`config.mk`:
```
export PLATFORM = sky130hd
export DESIGN_NAME = mem_line_arbiter
export DESIGN_NICKNAME = d
export VERILOG_FILES = /design/src/rtl/mem_line_arbiter.sv
export SDC_FILE = /design/constraint.sdc
export NUM_CORES = 1
export LEC_CHECK = 0
export BUFFER_PORTS_ARGS = -buffer_cell sky130_fd_sc_hd__buf_2
export CAP_MARGIN = 40
export CORE_AREA = 2 2 540 542
export CTS_BUF_LIST = sky130_fd_sc_hd__clkbuf_16
export DETAILED_ROUTE_END_ITERATION = 16
export DIE_AREA = 0 0 542 544
export PLACE_DENSITY = 0.37
export SETUP_SLACK_MARGIN = 0.02
export SYNTH_ARGS = -nofsm -noshare
export SYNTH_HDL_FRONTEND = slang
export SYNTH_SLANG_ARGS = --single-unit
```
`constraint.sdc`:
```
create_clock -name clk -period 2.08 [get_ports clk]
set_input_delay 0.104 -clock clk [delete_from_list [all_inputs] [get_ports clk]]
set_output_delay 0.104 -clock clk [all_outputs]
set_load 0.005 [all_outputs]
```
`src/rtl/mem_line_arbiter.sv`:
```
// mem_line_arbiter: round-robin arbiter sharing one single-port line memory
// between the I-cache and D-cache miss ports. One transfer in flight at a time;
// pulsed strobes are held in pending flags so none are lost.
// Optional feature: define ARB_TIMEOUT_EN to build the BUSY watchdog.
module mem_line_arbiter #(
    parameter int unsigned ADDR_WIDTH     = 32,
    parameter int unsigned LINE_WIDTH     = 256,
    parameter int unsigned TIMEOUT_CYCLES = 1024
) (
    input  logic                  clk,
    input  logic                  rst_n,
    input  logic                  ic_strobe,
    input  logic [ADDR_WIDTH-1:0] ic_addr,
    output logic [LINE_WIDTH-1:0] ic_rdata,
    output logic                  ic_done,
    input  logic                  dc_strobe,
    input  logic [ADDR_WIDTH-1:0] dc_addr,
    input  logic                  dc_rw,
    input  logic [LINE_WIDTH-1:0] dc_wdata,
    output logic [LINE_WIDTH-1:0] dc_rdata,
    output logic                  dc_done,
    output logic                  mem_strobe,
    output logic [ADDR_WIDTH-1:0] mem_addr,
    output logic                  mem_rw,
    output logic [LINE_WIDTH-1:0] mem_wdata,
    input  logic [LINE_WIDTH-1:0] mem_rdata,
    input  logic                  mem_done,
    output logic                  busy,
    output logic                  timeout_err
);

    typedef enum logic {StIdle, StBusy} state_e;

    state_e                state_q;
    logic                  last_dc_q;   // 1: D-cache was granted most recently
    logic                  grant_dc_q;  // owner of the in-flight transfer
    logic                  ic_pend_q;
    logic                  dc_pend_q;

    logic                  ic_req;
    logic                  dc_req;
    logic                  pick_dc;
    logic                  grant_now;
    logic                  ic_grant;
    logic                  dc_grant;
    logic                  finish;
    logic                  tmo_fire;
    logic [LINE_WIDTH-1:0] resp_data;

    // Request view, round-robin pick and completion decode
    always_comb begin
        ic_req    = ic_strobe | ic_pend_q;
        dc_req    = dc_strobe | dc_pend_q;
        // On a tie the requester that was not served last wins
        pick_dc   = dc_req & (~ic_req | ~last_dc_q);
        grant_now = (state_q == StIdle) & (ic_req | dc_req);
        ic_grant  = grant_now & ~pick_dc;
        dc_grant  = grant_now & pick_dc;
        // mem_done wins over a simultaneous timeout
        finish    = (state_q == StBusy) & (mem_done | tmo_fire);
        resp_data = mem_done ? mem_rdata : '0;
    end

`ifdef ARB_TIMEOUT_EN
    localparam int unsigned CntW = $clog2(TIMEOUT_CYCLES + 1);

    logic [CntW-1:0] tmo_cnt_q;
    logic            tmo_err_q;

    // Fires on the edge closing the TIMEOUT_CYCLES-th BUSY cycle
    assign tmo_fire    = (state_q == StBusy) & ~mem_done &
                         (tmo_cnt_q == CntW'(TIMEOUT_CYCLES - 1));
    assign timeout_err = tmo_err_q;

    // Watchdog counter, held at zero while idle; sticky error flag
    always_ff @(posedge clk or negedge rst_n) begin
        if (!rst_n) begin
            tmo_cnt_q <= '0;
            tmo_err_q <= 1'b0;
        end else begin
            tmo_cnt_q <= (state_q == StBusy) ? tmo_cnt_q + 1'b1 : '0;
            tmo_err_q <= tmo_err_q | tmo_fire;
        end
    end
`else
    assign tmo_fire    = 1'b0;
    assign timeout_err = 1'b0;
`endif

    // Arbitration FSM with registered memory-side and response outputs
    always_ff @(posedge clk or negedge rst_n) begin
        if (!rst_n) begin
            state_q    <= StIdle;
            last_dc_q  <= 1'b1;
            grant_dc_q <= 1'b0;
            ic_pend_q  <= 1'b0;
            dc_pend_q  <= 1'b0;
            mem_strobe <= 1'b0;
            mem_addr   <= '0;
            mem_rw     <= 1'b0;
            mem_wdata  <= '0;
            busy       <= 1'b0;
            ic_done    <= 1'b0;
            dc_done    <= 1'b0;
            ic_rdata   <= '0;
            dc_rdata   <= '0;
        end else begin
            mem_strobe <= 1'b0;
            ic_done    <= 1'b0;
            dc_done    <= 1'b0;
            // A granted strobe is consumed; one on top of a pending flag is a new request
            ic_pend_q  <= ic_grant ? (ic_strobe & ic_pend_q) : (ic_pend_q | ic_strobe);
            dc_pend_q  <= dc_grant ? (dc_strobe & dc_pend_q) : (dc_pend_q | dc_strobe);
            case (state_q)
                StIdle: begin
                    if (grant_now) begin
                        state_q    <= StBusy;
                        busy       <= 1'b1;
                        mem_strobe <= 1'b1;
                        grant_dc_q <= pick_dc;
                        last_dc_q  <= pick_dc;
                        if (pick_dc) begin
                            mem_addr  <= dc_addr;
                            mem_rw    <= dc_rw;
                            mem_wdata <= dc_wdata;
                        end else begin
                            mem_addr  <= ic_addr;
                            mem_rw    <= 1'b0;
                            mem_wdata <= '0;
                        end
                    end
                end
                StBusy: begin
                    if (finish) begin
                        state_q <= StIdle;
                        busy    <= 1'b0;
                        if (grant_dc_q) begin
                            dc_done  <= 1'b1;
                            dc_rdata <= resp_data;
                        end else begin
                            ic_done  <= 1'b1;
                            ic_rdata <= resp_data;
                        end
                    end
                end
                default: state_q <= StIdle;
            endcase
        end
    end

endmodule

```
Word-level counts from Yosys, hierarchy flattened
Cells that the tools add are included.
{ "totals": {"register_bits": 810, "wordCells": 55, "out_inout_bits": 806, "input_bits": 582} }
{ "classes": {"eq_ne": 2, "bitwise_logic": 16, "n_mux": 19, "n_reduce_logical": 4} }
{ "ops": {"columns": ["operator", "n"], "rows": [
  ["$mux W256", 2],
  ["$mux W32", 1],
  ["$mux W1", 14],
  ["$and A1 B1 Y1", 7],
  ["$reduce_and A3 Y1", 2],
  ["$not A1 Y1", 5],
  ["$or A1 B1 Y1", 4],
  ["$pmux W1 S2", 2],
  ["$reduce_and A2 Y1", 2],
  ["$ne A2 B1 Y1 const B", 1],
  ["$ne A2 B2 Y1 const B", 1]
]} }

Depth between registers and ports, before layout
Gate-level depths: netlist (run 1).
{ "depth": {"depth_word": 7, "ltp_mapped": 7, "depth_no_buf": 4} }

Least setup slack after synthesis (run 1)
No wires, ideal clock.
{ "synth_path": {"path_kind": "register -> register", "startpoint": "reg last_dc_q", "endpoint": "reg mem_addr[30]", "path_buffers": 2, "path_stages_with_launch": 6, "synth_period_minus_slack_ns": 1.449, "t_arrival_ns": 1.323, "required_time_ns": 1.954, "setup_slack_ns": 0.631, "setup_ns": 0.126, "cell_sequence": "dfstp_2 o21a_1 nor3_1 buf_2 buf_2 a221o_1"} }
{ "synth_between": {"elab_chain_len": 4} }
{ "synth_lines": {"columns": ["item", "line_no", "rtl"], "rows": [
  ["start, declared", "35", "logic last_dc_q;"],
  ["start signal, assigned", "121", "last_dc_q <= pick_dc;"],
  ["$not A1 Y1", "55", "pick_dc = dc_req & (~ic_req | ~last_dc_q);"],
  ["$or A1 B1 Y1", "55", null],
  ["$and A1 B1 Y1", "55", null],
  ["$mux W32", "122", "if (pick_dc) begin"],
  ["end signal, assigned", "123", "mem_addr <= dc_addr;"],
  ["end signal, assigned", "127", "mem_addr <= ic_addr;"],
  ["end, declared", "23", "output logic [ADDR_WIDTH-1:0] mem_addr,"]
]} }
Every way passes these cells.
A chain may end at the register's enable or synchronous reset.

Worst setup path in the final report (run 1)
{ "layout_path": {"startpoint": "reg state_q", "endpoint": "reg dc_pend_q"} }
{ "layout_between": {"elab_chain_len": 4} }
{ "layout_lines": {"columns": ["item", "line_no", "rtl"], "rows": [
  ["start, declared", "34", "state_e state_q;"],
  ["start signal, assigned", "93", "state_q <= StIdle;"],
  ["start signal, assigned", "117", "state_q <= StBusy;"],
  ["start signal, assigned", "135", "state_q <= StIdle;"],
  ["$not A1 Y1 (no source line)", null, null],
  ["$and A1 B1 Y1", "56", "grant_now = (state_q == StIdle) & (ic_req | dc_req);"],
  ["$and A1 B1 Y1", "58", "dc_grant = grant_now & pick_dc;"],
  ["$mux W1", "113", "dc_pend_q <= dc_grant ? (dc_strobe & dc_pend_q) : (dc_pend_q | dc_strobe);"],
  ["end signal, assigned", "113", null],
  ["end, declared", "38", "logic dc_pend_q;"]
]} }
Every way passes these cells.

==> results of run 1 <==
routing by layer:
layer,routed length [um],part of all wire
met1,88200,0.43
met2,85300,0.42
met3,22100,0.11
met4,7690,0.038
met5,688,0.0034
state kept, by name, indices dropped and copies added, names as in the netlist:
signal and flops:
dc_rdata 256, ic_pend_q 1, mem_addr 32, mem_strobe 1, grant_dc_q 1, dc_done 1
busy 1, mem_rw 1, mem_wdata 256, ic_done 1, dc_pend_q 1, ic_rdata 256
state_q 1, last_dc_q 1
critical path, cell delays in order, from the launching register on:
cell and delay, ps:
dfrtp_1 420, buf_4 180, or3_1 390, maj3_1 350, dlygate4sd3_1 560
cells by family after synthesis:
group                    Yosys count  share of synthesized area
flip-flops                       810                      0.658
AND/OR/NAND/NOR                  808                      0.104
AO/OA/AOI/OAI                    297                     0.0854
multiplexers                     256                      0.121
buffers and inverters            166                     0.0307
adder cells (fa/ha/maj)            1                   0.000325
other                              1                   0.000122
stage by stage:
stage / total power [uW] / cell area, sq um / utilization / hold slack [ps] / std cells
final: 78400 / 55000 / 0.190 / 84.4 / 8560
after global routing: 83300 / 54900 / 0.190 / 26.7 / 8530
after CTS: 80000 / 54900 / 0.190 / 0.0314 / 8519
after detailed placement: 59100 / 43000 / 0.149 / 51.7 / 7490
after global placement: 59000 / 43000 / 0.149 / 50.0 / 7490
after floorplan: 40600 / 30800 / - / -192 / 2339
cells in the final DEF, fill, tap and decap left out, drive strengths merged, types with 11 or more instances in the layout:
cell type / n
inv: 26
dlygate4sd3: 837
diode: 41
nand2: 769
buf: 1514
nor4b: 32
bufinv: 11
clkbuf: 107
dfrtp: 809
a22o: 257
clkinv: 47
a221o: 32
mux2: 256
worst max-delay path by stage:
stage / startpoint / cells past startpoint / slack (ps) / endpoint
after CTS: state_q / 4 / 100 / dc_pend_q
after global routing: state_q / 4 / 30 / dc_pend_q
final: state_q / 4 / 90 / dc_pend_q
after global placement: state_q / 5 / 220 / ic_rdata[177]
after floorplan: last_dc_q / 5 / 630 / mem_addr[30]
after detailed placement: state_q / 5 / 210 / mem_wdata[126]
timing repair:
| item | CTS | global route |
|---|---|---|
| gates resized for setup | 0 | 0 |
| hold buffers | 838 | 0 |
| endpoints found under the hold margin | 1616 | 0 |
cells in the mapped netlist, drive strengths merged:
cell type	instances
a211oi	1
a21o	3
a221o	32
a22o	257
buf	130
clkbuf	32
clkinv	1
conb	1
dfrtp	809
dfstp	1
inv	3
maj3	1
mux2	256
nand2	769
nand3	1
nor2	3
nor3	1
nor4b	32
o21a	2
o21ai	1
o21ba	1
or2	1
or3	1
layout make-up:
type / instances / area share
clock buffers: 107 / 0.0487
diodes: 41 / 0.00187
multi-input cells: 1363 / 0.175
clock inverters: 84 / 0.0140
repair buffers: 2351 / 0.305
inverters: 4 / 0.000410
well taps: 3800 / 0.0865
flip-flops and latches: 810 / 0.369
power groups by stage:
stage	Combinational (uW)	Sequential [uW]	Clock, uW
global placement	31200	27800	0
floorplan	13100	27500	0
finish	32100	27800	18600
CTS	32900	27700	19400
global route	34700	28600	20000
detailed placement	31400	27700	0
==> impl_metrics.toml, run 1 <==
[route]
drt_iter0_markers = 1593
ant_nets = 0
vias = 28800
viasPerCell = 3.37
drc = 0
wl_per_cell_um = 23.8
routed_wl_um = 204000
drt_pre_antenna_iters = 5

[critical_path]
crit_arrival_ps = 2690
r2r_cells = 4
r2r_end = "dc_pend_q"
critPathMaxFanout = 5
path_class = "reg -> reg"
end_kind = "flip-flop"
ff2ff_setup_slack_ps = 90
crit_required_ps = 2780
timing.rr.start = "state_q"
critPathLaunchType = "flip-flop"

[finish]
drive_gt1_frac = 0.409
synthToLayoutAreaGrowth_pct = 78.4
regArea_sq_mm = 0.0203
layout.nets = 5219
fillers = 32000
multiInputGateArea_sq_mm = 0.00962

[run]
maxCapViolCount = 0

[pwr]
leakage_uw = 0.0275
power_switching_uw = 29700
power_frac_clock = 0.237
seqPwrFrac = 0.354
power_frac_comb = 0.409
vdd_drop_max_mv = 0.654
p_int_uw = 48700
p_per_area_mw_per_mm2 = 1430
p_sw_frac = 0.379

[clocking]
cts_sinks = 810
clockRootBuffer = "clkbuf_16"
cts_tree = "built"
cts_buffer_depth = 4
clk_latency_ps = 820
numCtsBuffers = 107
clkSlewWorstSetupHoldPaths_ps = 60
post_cts_buffers = 0
h-tree-depth = 3

[logic_synthesis]
ys_ff_latch = 810
synth_top_cell_by_area = "dfrtp_1"
ys_types = 29
synthTopCellsByArea = "dfrtp_1, mux2_4, nand2_1, a22o_1, buf_2"
ys_seq_area_frac = 0.658
yosys_warnings = 0
synth_top_area_share = 0.657
postSynthAreaPerCell_sq_um = 13.2
synthCells = 2339
syn-num-nets = 2921
synth_area_sq_mm = 0.0308

[sta]
rsz0062_at_grt = "no"
relSlewSlack = 0.432
fmax_mhz = 503
setup_tns_ps = 0
min_period_ps = 1990
finClkSkew_ps = 42.4
hold_viol_final = 0
min_period_over_period = 0.956
slew_viol_final = 0
worst_pin_slew_ps = 852
worst_slack_ps = 91.3
setup_viol = 0

[floorplan]
die_y_um = 544
initial_core_util = 0.106
fp-row-count = 198
dieWidth_um = 542
die_area_sq_mm = 0.295
core_sq_mm = 0.289
io_pins = 1388

[grt]
grt_max_degree = 91
gr-max-usage-layer = "met2"
track_usage = 0.133
grt_pass1_vias = 30100
grt_overflow_total = 0
gr-usage-met3 = 0.0594
antenna_found_initial = 121
use_met1 = 0.169
grt_use_met2 = 0.198
grt_pass1_wl_um = 271000

[hold_path]
min_path_type = "in -> async"

[place]
gp_congestion = 0.971
dpl.hpwl_um = 166000
port_buffers = 1386
dpl_worst_slack_ps = 209

[run_status]
status = "completed"
(Power assumes the default switching activity.)
==> inputs of run 2 (changes only) <==
--- a/constraint.sdc
+++ b/constraint.sdc
@@ -3,2 +3,2 @@
 set_output_delay 0.104 -clock clk [all_outputs]
-set_load 0.005 [all_outputs]
+set_load 0.1 [all_outputs]
==> impl_metrics.toml, run 2 (synthesis gave the netlist of run 1 again) <==
[grt]
track_usage = 0.133
grt_pass1_vias = 30100
grt_max_degree = 81
antenna_found_initial = 125
grt_pass1_wl_um = 271000
grt_overflow_total = 0

[route]
viasPerCell = 3.37
routed.top_layer = "met5"
routed_wl_um = 204000
wl_met1_um = 86300
routed-wl-met3_um = 22500
wl_per_cell_um = 23.8
vias = 28900
drt_pre_antenna_iters = 6
drt_iter0_markers = 1708
met2_length_um = 88300
drc = 0
ant_nets = 0

[critical_path]
cp_cell_sequence = "buf_6 > or3_1 > maj3_1 > dlygate4sd3_1"
ff2ff_setup_slack_ps = 100
path_class = "reg -> reg"
end_kind = "flip-flop"
critPathLaunchType = "flip-flop"
critPathMaxFanout = 12
critPathMaxStageDelay_ps = 550
crit_arrival_ps = 2670
crit_required_ps = 2770
crit_start = "state_q"
timing.rr.start = "state_q"
slowest_stage = "dlygate4sd3_1"

[floorplan]
initial_core_util = 0.106
io_pins = 1388
core_sq_mm = 0.289
fp-row-count = 198
dieWidth_um = 542
die_y_um = 544
die_area_sq_mm = 0.295

[clocking]
cts_sinks = 810
h-tree-depth = 3
clk_latency_ps = 830
clkSlewWorstSetupHoldPaths_ps = 60
clockRootBuffer = "clkbuf_16"
cts_buffer_depth = 4
cts_tree = "built"
numCtsBuffers = 107

[hold_path]
min_path_type = "in -> async"

[finish]
drive_gt1_frac = 0.405
layout.nets = 5235
fillers = 31900
synthToLayoutAreaGrowth_pct = 78.8
mostFrequentLayoutCells = "buf_2, dlygate4sd3_1, dfrtp_1"
regArea_sq_mm = 0.0203
mostFrequentLayoutCell = "buf_2"
multiInputGateArea_sq_mm = 0.00962
reg.largest.list = "dc_rdata x256, ic_rdata x256, mem_wdata x256"

[sta]
rsz0062_at_grt = "no"
relSlewSlack = 0.444
worst_pin_slew_ps = 835
setup_tns_ps = 0
slew_viol_final = 0
fin_hold_ws_ps = 47.2
finClkSkew_ps = 34.6
min_period_over_period = 0.950
hold_viol_final = 0
min_period_ps = 1980
fmax_mhz = 506
setup_viol = 0

[run_status]
status = "completed"

[place]
port_buffers = 1386
gp_congestion = 0.968
dpl.hpwl_um = 167000

[run]
maxCapViolCount = 0
## run 2: per-stage QoR
stage          instance area [sq um]  cells  worst slack, ps   util
2_1_floorplan                  30800   2339              631      -
3_3_place_gp                   43100   7492              200  0.149
3_5_place_dp                   43100   7492              177  0.149
4_1_cts                        55000   8529             28.9  0.190
5_1_grt                        55000   8537             21.7  0.190
6_report                       55100   8572              103  0.190
## run 2: cell type report
type / instances / area share
clock buffers: 107 / 0.0486
flip-flops and latches: 810 / 0.368
inverters: 4 / 0.000409
diodes: 43 / 0.00195
clock inverters: 78 / 0.0114
multi-input cells: 1363 / 0.175
repair buffers: 2367 / 0.309
well taps: 3800 / 0.0863
## run 2: routing by layer
| metal | GRT usage | up-vias |
|---|---|---|
| li1 | - | 12700 |
| met1 | 0.166 | 14300 |
| met2 | 0.205 | 1467 |
| met5 | 0 | - |
| met4 | 0.0382 | 98 |
| met3 | 0.0608 | 349 |
## run 2: worst paths after layout
kind,to,cells after the start
worst max-delay path,dc_pend_q,4
worst min-delay path,dc_rdata[182],3
worst max register to register,dc_pend_q,4
worst min register to register,dc_rdata[172],2
max in group asynchronous,mem_wdata[26],4
min in group clk,dc_rdata[45],4
## run 2: what timing repair did
item	4_1_cts	5_1_grt
hold buffers	852	0
endpoints found under the setup margin	3	1
resized for setup	3	1
endpoints found under the hold margin	1617	0
buffers inserted	0	0
## run 2: critical path: cells and delay by family, from the launching register on
family | cells | cell delay [ps]
adders and majority gates | 1 | 340
buffers and inverters | 2 | 730
DFF | 1 | 430
and+or+nand+nor | 1 | 380
Power of run 2 is not shown: default switching activity piles up to over one toggle a cycle in this logic, so the estimate is an artifact.
==> inputs of run 3 (changes only) <==
- CTS_BUF_LIST: sky130_fd_sc_hd__clkbuf_16 -> not set
==> impl_metrics.toml, run 3 (synthesis gave the netlist of run 1 again) <==
[sta]
min_period_over_period = 0.953
finClkSkew_ps = 33.4
setup_viol = 0
worst_pin_slew_ps = 821
slew_viol_final = 0
relSlewSlack = 0.453
fmax_mhz = 505
min_period_ps = 1980
setup_tns_ps = 0
rsz0062_at_grt = "no"
hold_viol_final = 0

[route]
viasPerCell = 3.36
ant_nets = 0
vias = 28800
routed_wl_um = 204000
drt_iter0_markers = 1637
drc = 0
drt_pre_antenna_iters = 7
wl_per_cell_um = 23.8

[floorplan]
io_pins = 1388
initial_core_util = 0.106
die_y_um = 544
core_sq_mm = 0.289
die_area_sq_mm = 0.295
dieWidth_um = 542
fp-row-count = 198

[critical_path]
r2r_cells = 4
worstSetupEndpoint = "dc_pend_q"
crit_start = "state_q"
ff2ff_setup_slack_ps = 100
timing.rr.start = "state_q"
path_class = "reg -> reg"
crit_required_ps = 2770
critPathMaxFanout = 12
crit_arrival_ps = 2670
end_kind = "flip-flop"
r2r_end = "dc_pend_q"
critPathLaunchType = "flip-flop"

[finish]
fillers = 31900
mostFrequentLayoutCell = "buf_2"
synthToLayoutAreaGrowth_pct = 79.5
mostFrequentLayoutCells = "buf_2, dlygate4sd3_1, dfrtp_1"
layout.nets = 5236
reg.largest.list = "dc_rdata x256, ic_rdata x256, mem_wdata x256"
drive_gt1_frac = 0.410

[grt]
grt_overflow_total = 0
antenna_found_initial = 124
track_usage = 0.133
grt_max_degree = 81
grt_pass1_vias = 30100
grt_pass1_wl_um = 271000

[clocking]
numCtsBuffers = 107
clkSlewWorstSetupHoldPaths_ps = 60
cts_sinks = 810
post_cts_buffers = 0
cts_buffer_depth = 4
cts_tree = "built"
h-tree-depth = 3
clockRootBuffer = "clkbuf_16"
clk_latency_ps = 830

[place]
port_buffers = 1386
dpl.hpwl_um = 167000
gp_congestion = 0.968

[run]
maxCapViolCount = 0

[hold_path]
min_path_type = "in -> async"

[run_status]
status = "completed"
## run 3: cell types whose count changed in the layout (fill, tap and decap cells not counted), sizes merged
cell and delta:
inv -27, clkbuf +49, dlygate4sd3 +1, clkinv -22, diode -3
## run 3: what timing repair did
item                       in CTS  in global routing
hold buffers                  853                  0
resized for setup               3                  1
setup endpoints to repair       3                  1
hold endpoints to repair     1617                  0
## run 3: how the worst min path moves through the flow
stage	end	slack (ps)	cells after the start
finish	ic_rdata[227]	50	3
global route	ic_rdata[100]	40	3
CTS	mem_wdata[194]	0.07	3
detailed placement	ic_rdata[34]	50	1
global placement	ic_rdata[34]	40	1
floorplan	busy	-190	0
## run 3: area by class of cell
cell class                 count  area, sq um  share of cell area
antenna                       40          100             0.00181
clock buffer                 156         3080              0.0557
clock inverter                29          445             0.00805
inverter                       4         22.5            0.000407
multi-input combinational   1363         9620               0.174
sequential                   810        20300               0.366
tap                         3800         4750              0.0860
timing repair buffer        2368        17000               0.308
## run 3: through the flow
stage	setup slack, ps	utilization	cell area [sq um]	hold WS [ps]	instances
finish	97.9	0.191	55300	48.0	8570
global route	21.4	0.191	55200	36.3	8539
CTS	29.1	0.191	55200	0.0713	8530
detailed placement	177	0.149	43100	47.2	7492
global placement	200	0.149	43100	43.5	7492
floorplan	631	-	30800	-192	2339
## run 3: critical path: stages (launching register included)
cell and delay, ps:
dfrtp_1 430, buf_6 180, or3_1 380, maj3_1 340
dlygate4sd3_1 550
## run 3: layer usage
metal / share of wire / GRT usage / vias up / wire length, um
li1: - / - / 12700 / -
met1: 0.42 / 0.165 / 14200 / 85300
met2: 0.43 / 0.205 / 1488 / 88500
met3: 0.11 / 0.0614 / 343 / 23400
met4: 0.030 / 0.0380 / 96 / 6180
met5: 0.0030 / 0 / - / 614
Power of run 3 is left out for the same reason.
